`src/rtl/cpu_run_ctrl_pkg.sv`:
```
// Shared types for the cpu run/halt controller: controller states, host
// command opcodes and latched halt causes.
package run_ctrl_pkg;

    typedef enum logic [2:0] {
        ST_HOLD  = 3'd0,
        ST_IDLE  = 3'd1,
        ST_RUN   = 3'd2,
        ST_RUN_N = 3'd3,
        ST_ERROR = 3'd4
    } RunState;

    typedef enum logic [1:0] {
        OP_RUN     = 2'd0,
        OP_RUN_N   = 2'd1,
        OP_HALT    = 2'd2,
        OP_RESTART = 2'd3
    } RunOp;

    typedef enum logic [2:0] {
        HC_NONE  = 3'd0,
        HC_HOST  = 3'd1,
        HC_STOP  = 3'd2,
        HC_ERROR = 3'd3,
        HC_COUNT = 3'd4
    } HaltCause;

    // A reset hold shorter than one cycle would never assert cpu_reset.
    function automatic int hold_cycles(input int hold);
        return (hold < 1) ? 1 : hold;
    endfunction

endpackage

```
`src/rtl/cpu_run_ctrl_sat_counter.sv`:
```
// Saturating up-counter with synchronous clear; clear takes priority over inc.
module sat_counter #(
    parameter int W = 32
) (
    input  logic         clk,
    input  logic         reset,
    input  logic         clear,
    input  logic         inc,
    output logic [W-1:0] value
);

    always_ff @(posedge clk or negedge reset) begin
        if (!reset) begin
            value <= '0;
        end else if (clear) begin
            value <= '0;
        end else if (inc && (value != '1)) begin
            value <= value + W'(1);
        end
    end

endmodule

```
`src/rtl/cpu_run_ctrl.sv`:
```
// Run/halt controller: drives the cpu's synchronous reset and clock-enable,
// handles free-run, run-N and host halt, and records why the cpu stopped.
module cpu_run_ctrl
    import run_ctrl_pkg::*;
#(
    parameter int CYCLE_W    = 32,
    parameter int COUNT_W    = 16,
    parameter int ERR_W      = 2,
    parameter int RESET_HOLD = 2,
    parameter int AUTO_RUN   = 0
) (
    input  logic               clk,
    input  logic               reset,
    input  logic               cmd_valid,
    output logic               cmd_ready,
    input  logic [1:0]         cmd_op,
    input  logic [COUNT_W-1:0] cmd_count,
    output logic               cmd_err,
    input  logic               cpu_stop,
    input  logic [ERR_W-1:0]   cpu_error,
    output logic               cpu_reset,
    output logic               cpu_en,
    output logic [2:0]         state,
    output logic [2:0]         halt_cause,
    output logic [ERR_W-1:0]   err_latched,
    output logic [CYCLE_W-1:0] cycle_count
);

    localparam int HOLD_N = hold_cycles(RESET_HOLD);
    localparam int HOLD_W = $clog2(HOLD_N + 1);
    localparam logic [HOLD_W-1:0] HOLD_LAST = HOLD_W'(HOLD_N - 1);

    RunState            cur_state;
    RunState            nxt_state;
    HaltCause           cause_q;
    HaltCause           cause_d;
    RunOp               op;
    logic [ERR_W-1:0]   err_q;
    logic [ERR_W-1:0]   err_d;
    logic [COUNT_W-1:0] rem_q;
    logic [COUNT_W-1:0] rem_d;
    logic [HOLD_W-1:0]  hold_q;
    logic [HOLD_W-1:0]  hold_d;
    logic               cmd_err_d;
    logic               do_restart;
    logic               accept;
    logic               running;

    assign op          = RunOp'(cmd_op);
    assign state       = cur_state;
    assign halt_cause  = cause_q;
    assign err_latched = err_q;

    always_ff @(posedge clk or negedge reset) begin
        if (!reset) begin
            cur_state <= ST_HOLD;
            cause_q   <= HC_NONE;
            err_q     <= '0;
            rem_q     <= '0;
            hold_q    <= '0;
            cmd_err   <= 1'b0;
        end else begin
            cur_state <= nxt_state;
            cause_q   <= cause_d;
            err_q     <= err_d;
            rem_q     <= rem_d;
            hold_q    <= hold_d;
            cmd_err   <= cmd_err_d;
        end
    end

    // Stop and error outrank any command; a command accepted in such a cycle
    // is consumed silently. Within a running cycle the command is applied
    // after budget exhaustion so that HALT wins over COUNT.
    always_comb begin
        nxt_state  = cur_state;
        cause_d    = cause_q;
        err_d      = err_q;
        rem_d      = rem_q;
        hold_d     = hold_q;
        cmd_err_d  = 1'b0;
        do_restart = 1'b0;
        case (cur_state)
            ST_HOLD: begin
                if (hold_q == HOLD_LAST) begin
                    hold_d    = '0;
                    nxt_state = (AUTO_RUN != 0) ? ST_RUN : ST_IDLE;
                end else begin
                    hold_d = hold_q + HOLD_W'(1);
                end
            end
            ST_IDLE: begin
                if (accept) begin
                    case (op)
                        OP_RUN: begin
                            nxt_state = ST_RUN;
                            cause_d   = HC_NONE;
                        end
                        OP_RUN_N: begin
                            if (cmd_count != '0) begin
                                rem_d     = cmd_count;
                                nxt_state = ST_RUN_N;
                                cause_d   = HC_NONE;
                            end else begin
                                cmd_err_d = 1'b1;
                            end
                        end
                        OP_HALT:    cause_d    = HC_HOST;
                        OP_RESTART: do_restart = 1'b1;
                        default:    cmd_err_d  = 1'b1;
                    endcase
                end
            end
            ST_RUN, ST_RUN_N: begin
                if (cpu_error != '0) begin
                    nxt_state = ST_ERROR;
                    cause_d   = HC_ERROR;
                    err_d     = cpu_error;
                end else if (cpu_stop) begin
                    nxt_state = ST_IDLE;
                    cause_d   = HC_STOP;
                end else begin
                    if ((cur_state == ST_RUN_N) && cpu_en) begin
                        if (rem_q == COUNT_W'(1)) begin
                            rem_d     = '0;
                            nxt_state = ST_IDLE;
                            cause_d   = HC_COUNT;
                        end else begin
                            rem_d = rem_q - COUNT_W'(1);
                        end
                    end
                    if (accept) begin
                        case (op)
                            OP_RUN: begin
                                nxt_state = ST_RUN;
                                cause_d   = HC_NONE;
                            end
                            OP_RUN_N: begin
                                if (cmd_count != '0) begin
                                    rem_d     = cmd_count;
                                    nxt_state = ST_RUN_N;
                                    cause_d   = HC_NONE;
                                end else begin
                                    cmd_err_d = 1'b1;
                                end
                            end
                            OP_HALT: begin
                                nxt_state = ST_IDLE;
                                cause_d   = HC_HOST;
                            end
                            OP_RESTART: do_restart = 1'b1;
                            default:    cmd_err_d  = 1'b1;
                        endcase
                    end
                end
            end
            ST_ERROR: begin
                if (accept) begin
                    if (op == OP_RESTART) begin
                        do_restart = 1'b1;
                    end else begin
                        cmd_err_d = 1'b1;
                    end
                end
            end
            default: nxt_state = ST_HOLD;
        endcase
        if (do_restart) begin
            nxt_state = ST_HOLD;
            hold_d    = '0;
            cause_d   = HC_NONE;
            err_d     = '0;
            rem_d     = '0;
        end
    end

    // cpu_en must react to stop/error within the same cycle so the cpu never
    // advances on a cycle that reports them.
    always_comb begin
        running   = (cur_state == ST_RUN) || (cur_state == ST_RUN_N);
        cpu_en    = running && !cpu_stop && (cpu_error == '0);
        cpu_reset = (cur_state == ST_HOLD);
        cmd_ready = (cur_state != ST_HOLD);
        accept    = cmd_valid && cmd_ready;
    end

    sat_counter #(
        .W(CYCLE_W)
    ) u_cycle_counter (
        .clk   (clk),
        .reset (reset),
        .clear (do_restart),
        .inc   (cpu_en),
        .value (cycle_count)
    );

endmodule
```
`config.mk`:
```
export PLATFORM = sky130hd
export DESIGN_NAME = cpu_run_ctrl
export DESIGN_NICKNAME = d
export VERILOG_FILES = /design/src/rtl/cpu_run_ctrl_pkg.sv /design/src/rtl/cpu_run_ctrl_sat_counter.sv /design/src/rtl/cpu_run_ctrl.sv
export SDC_FILE = /design/constraint.sdc
export NUM_CORES = 1
export LEC_CHECK = 0
export CELL_PAD_IN_SITES_DETAIL_PLACEMENT = 1
export CELL_PAD_IN_SITES_GLOBAL_PLACEMENT = 1
export CORE_MARGIN = 4
export CORE_UTILIZATION = 29
export CTS_CLUSTER_DIAMETER = 30
export DETAILED_ROUTE_END_ITERATION = 10
export MAX_ROUTING_LAYER = met4
export PLACE_DENSITY_LB_ADDON = 0.1
export SYNTH_ARGS = -nofsm -noshare
export SYNTH_HDL_FRONTEND = slang
export SYNTH_SLANG_ARGS = --single-unit
```
`constraint.sdc`:
```
create_clock -name clk -period 3.7 [get_ports clk]
set_input_delay 0.74 -clock clk [delete_from_list [all_inputs] [get_ports clk]]
set_output_delay 0.74 -clock clk [all_outputs]
set_load 0.03 [all_outputs]
```
[Word-level counts from Yosys, hierarchy flattened]
Cells that the tools add are included.
Word-level totals
  bits in registers: 59
  logic and storage cells: 112
Cells by class
  eq/ne operators: 20
  add/subtract/negate cells: 3
  muxes and demuxes: 58
  reductions and logical operators: 24
Operators with widths (count)
  $mux 16: 11
  $mux 32: 2
  $mux 3: 19
  $add 32x1->32 const B: 1
  $ne 32x32->1 const B: 1
  $pmux 16 s2: 1
  $pmux 3 s3: 3
  $eq 16x1->1 const B: 1
  $reduce_bool 16->1: 1
  $sub 16x1->16 const B: 1
  $ne 3x3->1 const B: 5
  $mux 2: 6
  $pmux 3 s2: 2
  $pmux 3 s4: 1
  $mux 1: 11
  $reduce_bool 2->1: 5
  $ne 4x4->1 const B: 2
  $eq 3x2->1 const B: 2
  $reduce_and 6->1: 1
  $reduce_bool 3->1: 2
  $logic_and 1x1->1: 5
  $ne 5x5->1 const B: 1
  $reduce_and 5->1: 1
  $eq 2x1->1 const B: 2
  other kinds (15): 18

[Logic depth before layout (Yosys ltp)]
  depth after elaboration: 13
  depth in mapped cells: 9
  depth with buffers taken out: 8

[Modules after synthesis]
A second synthesis with hierarchy kept.
Unflattened totals
  cells, all modules: 442
  area total of the unflattened synthesis: 3822.4 sq um
By module, submodules not included
  cpu_run_ctrl: cells an instance 244, area an instance 1968.1 sq um, seq. area each 675.6 sq um, instances 1
  sat_counter: cells an instance 198, area an instance 1854.3 sq um, seq. area each 800.8 sq um, instances 1

[Worst setup path before layout]
No wires, ideal clock.
  path kind: reg-to-output
  start: reg cur_state[2], in the netlist state[2]
  end: out cmd_ready
  data arrival time: 2.112 ns
  stages on the path, launching flop included: 4
  slack: 0.848 ns
  data required time: 2.960 ns
  cells stage by stage: dfrtp_1 clkbuf_1 nor3_1 inv_1
Between the ends
  longest elaborated chain between the ends: 1
RTL lines
  start: declaration: line cpu_run_ctrl.sv:33  | RunState cur_state;
  start signal: assignment: line cpu_run_ctrl.sv:63  | cur_state <= nxt_state;
  $reduce_bool 3->1: line cpu_run_ctrl.sv:183  | cmd_ready = (cur_state != ST_HOLD);
  end: declaration: line cpu_run_ctrl.sv:15  | output logic cmd_ready,
No other way between the ends.

[Final worst setup path]
  start: in cpu_stop
  end: reg rem_q[2]
Between the ends
  longest elaborated chain between the ends: 12
RTL lines
  start: declaration: line cpu_run_ctrl.sv:19  | input logic cpu_stop,
  $logic_not 1->1: line cpu_run_ctrl.sv:181  | cpu_en = running && !cpu_stop && (cpu_error == '0);
  $logic_and 1x1->1 (2 in a row): line cpu_run_ctrl.sv:181
  $logic_and 1x1->1: line cpu_run_ctrl.sv:123  | if ((cur_state == ST_RUN_N) && cpu_en) begin
  $mux 16: line cpu_run_ctrl.sv:123
  $mux 16: line cpu_run_ctrl.sv:139  | if (cmd_count != '0) begin
  $mux 16: line cpu_run_ctrl.sv:133  | case (op)
  $mux 16: line cpu_run_ctrl.sv:132  | if (accept) begin
  $mux 16: line cpu_run_ctrl.sv:119  | end else if (cpu_stop) begin
  $mux 16: line cpu_run_ctrl.sv:115  | if (cpu_error != '0) begin
  $pmux 16 s2: line cpu_run_ctrl.sv:83  | case (cur_state)
  $mux 16: line cpu_run_ctrl.sv:168  | if (do_restart) begin
  end signal: assignment: line cpu_run_ctrl.sv:66  | rem_q <= rem_d;
  end: declaration: line cpu_run_ctrl.sv:40  | logic [COUNT_W-1:0] rem_q;
Several ways; a longest one is shown, not always the timed one. The select of a mux whose other input is x is not followed.
A chain may end at the register's enable or synchronous reset.

==> results by group <==
Synth
  • Seq/Total Area, Yosys: 39.70%
  • Share of flip-flops with an asynchronous set or reset: 100.0%
  • Synth cell types: 59
  • Flip-flop and latch count after synthesis: 59
  • Post-synth net total: 466
  • Syn Std Cell Area: 3719 sq um
  • Synthesized area per cell: 8.471 sq um
  • Mapped Cells: 439
  • Post-synth EDFFs: 0
  • Main synth FF type: dfrtp_1
  • Syn. warnings: 0

Critical path
  • Reg2Reg Depth: 5
  • CP Capture Type: register
  • CP Class: input pin to register
  • CP Max Fanout: 16
  • Worst setup SP type: input pin
  • Worst EP required: 3940 ps
  • WP data arrival: 3490 ps

Clock tree
  • Setup Fix Bufs, Post-CTS: 0
  • Bufs on Longest Clock Path: 2
  • Post-CTS sizing: 0
  • Number of H-tree levels: 3
  • CTS Sinks: 59
  • Clk slew on worst S/H paths: 50 ps
  • TritonCTS clock tree: built
  • Clk root buf: clkbuf_16
  • Inserted Clock Buffers: 9
  • Skew-Pair Late Insertion Delay: 330 ps
  • Hold_buf cts: 0

Floorplanning
  • Chip Width: 121.2 um
  • I/O pins: 68
  • Die area: 14700 sq um
  • Core area: 12570 sq um
  • Die Ht: 121.2 um
  • Starting Density: 29.59%
  • Std cell rows: 41

Cells and area
  • FF/Latch Area: 1476 sq um
  • Area of the multi-input gates: 2130 sq um
  • Nets: 538
  • Layout cells sized above 1: 9.903%
  • FILL cells: 1491
  • Final design utilization: 39.23%
  • Area Overhead vs Synth: 32.60%
  • Diode count: 0

Global route
  • Total track usage: 18.24%
  • Initial antenna violation count: 0
  • First-pass GRT wire length: 20730 um
  • Largest net degree at the start of global routing: 35
  • Vias in the first global route: 3916
  • Total gr overflow: 0

Timing
  • Fin crit share: 87.89%
  • Final Critical Period: 3252 ps
  • Normalized max-slew margin: 42.57%
  • Fin. Hold Viols: 0
  • Final setup viols: 0
  • Slew Limit Fails: 0
  • Worst Max-Slew Pin Slew: 858.2 ps
  • RSZ-0062 raised after global routing: false
  • Fmax: 307.5 MHz
  • Max Clock Skew: 6.917 ps
  • Setup TNS: 0 ps

Power
  • Fraction of power consumed by sequential logic: 33.6%
  • Worst vdd rail ir drop: 0.2057 mV
  • Power per cell area: 569.5 nW/um^2
  • Cell leakage power: 1.882 nW
  • Int Power: 0.001733 W
  • Clock network power share: 30.0%
  • Sw Pwr: 0.001076 W
  • Comb power frac: 36.3%
  • Switching Fraction: 38.30%

Detailed routing
  • Total wire length: 12200 um
  • First DRT Iteration DRCs: 134
  • Routed vias: 3656
  • Vias per Instance: 5.322
  • DRC: 0
  • ANT nets after route: 0
  • Avg WL per Cell: 17.76 um
  • DRT Pass-1 Iters: 4

Place
  • Post-detail-place hpwl: 8704 um
  • I/O Buffers: 67
  • Final Wtd Congestion: 0.8556

Hold path
  • Worst hold-check path type: input pin to async pin

Outcome
  • Outcome: finished, final reports clean

Flow run
  • MaxCap Viol Count: 0
-- logic make-up after synthesis --
logic type,Yosys count,share of synthesized area (%)
XOR/XNOR,26,6.124
flip-flops,59,39.70
adder cells (fa/ha/maj),3,1.010
buffers and inverters,29,3.230
multiplexers,4,1.110
AO/OA/AOI/OAI,95,16.29
AND/OR/NAND/NOR,223,32.54
-- power groups by stage --
stage | Combinational (W) | Sequential, W | Clock (W)
after global placement | 0.00102 | 0.000952 | 0
final | 0.00102 | 0.000945 | 0.000843
after global routing | 0.00113 | 0.000971 | 0.000889
after CTS | 0.00103 | 0.000943 | 0.000866
after detailed placement | 0.00103 | 0.000953 | 0
after floorplan | 0.000609 | 0.000977 | 0
-- worst max-delay path: stages --
cell             delay (ps)
clkdlybuf4s50_1         450
nor3_1                  320
a22oi_1                 140
a2bb2oi_1               170
nor2_1                  680
nand2_1                 610
o31ai_1                 370
-- cell usage after synthesis (all sizes together), types with 3 or more instances --
cell	number	area, sq um
a31oi	4	25.02
clkbuf	15	56.30
nor2b	6	37.54
inv	9	33.78
or2	5	31.28
nand4	15	93.84
xor2	3	26.28
mux2i	3	30.03
o21ai	24	120.1
a21oi	29	145.1
buf	4	26.27
ha	3	37.54
and3	4	25.02
nor3b	6	45.04
o22ai	4	25.02
nand2	44	165.2
nor4b	3	26.28
nor2	54	202.7
dfrtp	59	1476
o2bb2ai	10	87.58
nand2b	5	31.28
xnor2	23	201.4
nor4	21	143.9
nor3	27	186.4
and4	5	43.79
nand3	12	65.06
or3	6	37.54
and2	5	31.28
-- state kept, by name, summed over array words and instances, names as in the netlist --
register and flops:
cmd_err 1, err_latched 2, halt_cause 3, hold_q 2, rem_q 16, state 3, u_cycle_counter.value 32
-- area by class of cell --
type                       instances  area share [%]
multi-input combinational        351           43.19
timing repair buffer              80           15.68
inverter                          10          0.7612
clock buffer                      14           5.963
sequential                        59           29.94
tap                              172           4.364
clock inverter                     1          0.1015
-- metal layers --
layer	share of wire, %	GRT usage (%)
met5	0	-
met4	2.0	6.653
met3	3.7	2.984
met2	47	28.76
met1	48	23.80
-- worst paths after layout --
check / from / to / slack, ps
worst max-delay path: cpu_stop / rem_q[2] / 450
worst min-delay path: reset / cmd_err / 200
worst max register to register: state[1] / rem_q[2] / 680
worst min register to register: rem_q[7] / rem_q[7] / 500
max in group asynchronous: reset / u_cycle_counter.value[27] / 2900
min in group clk: rem_q[7] / rem_q[7] / 500
-- layout by cell type (no fill, tap or decap), types with 2 or more instances in the layout --
master / synthesis / routed
a211oi_1: 2 / 2
a21o_1: 2 / 2
a21oi_1: 29 / 28
a22o_1: 2 / 2
a22oi_1: 2 / 2
a31o_2: 2 / 2
a31oi_1: 4 / 4
a41o_1: 2 / 2
and2_1: 5 / 5
and3_1: 4 / 4
and4_1: 5 / 5
buf_4: 0 / 13
clkbuf_16: 0 / 9
clkbuf_8: 0 / 5
clkdlybuf4s50_1: 0 / 65
dfrtp_1: 59 / 59
ha_1: 3 / 3
inv_1: 9 / 9
mux2i_1: 3 / 3
nand2_1: 44 / 44
nand2b_1: 5 / 5
nand3_1: 11 / 11
nand3b_1: 2 / 2
nand4_1: 15 / 15
nor2_1: 54 / 54
nor2b_1: 6 / 6
nor3_1: 18 / 18
nor3_2: 8 / 8
nor3b_1: 6 / 6
nor4_1: 19 / 19
nor4_2: 2 / 2
nor4b_1: 3 / 3
o21ai_0: 23 / 23
o22ai_1: 4 / 4
o2bb2ai_1: 10 / 10
or2_2: 4 / 4
or3_1: 6 / 6
xnor2_1: 23 / 23
xor2_1: 3 / 3
-- metrics by stage --
stage,area (sq um),total power [W],cells,worst slack [ps],hold slack [ps]
after detailed placement,4632,0.001979,672,33.45,486.4
after floorplan,3719,0.001586,439,848.0,444.4
final,4931,0.002808,687,448.0,202.4
after global placement,4632,0.001970,672,172.9,472.6
after CTS,4931,0.002840,687,433.7,194.0
after global routing,4931,0.002993,687,148.0,200.3
Power figures use the tool's default switching activity.
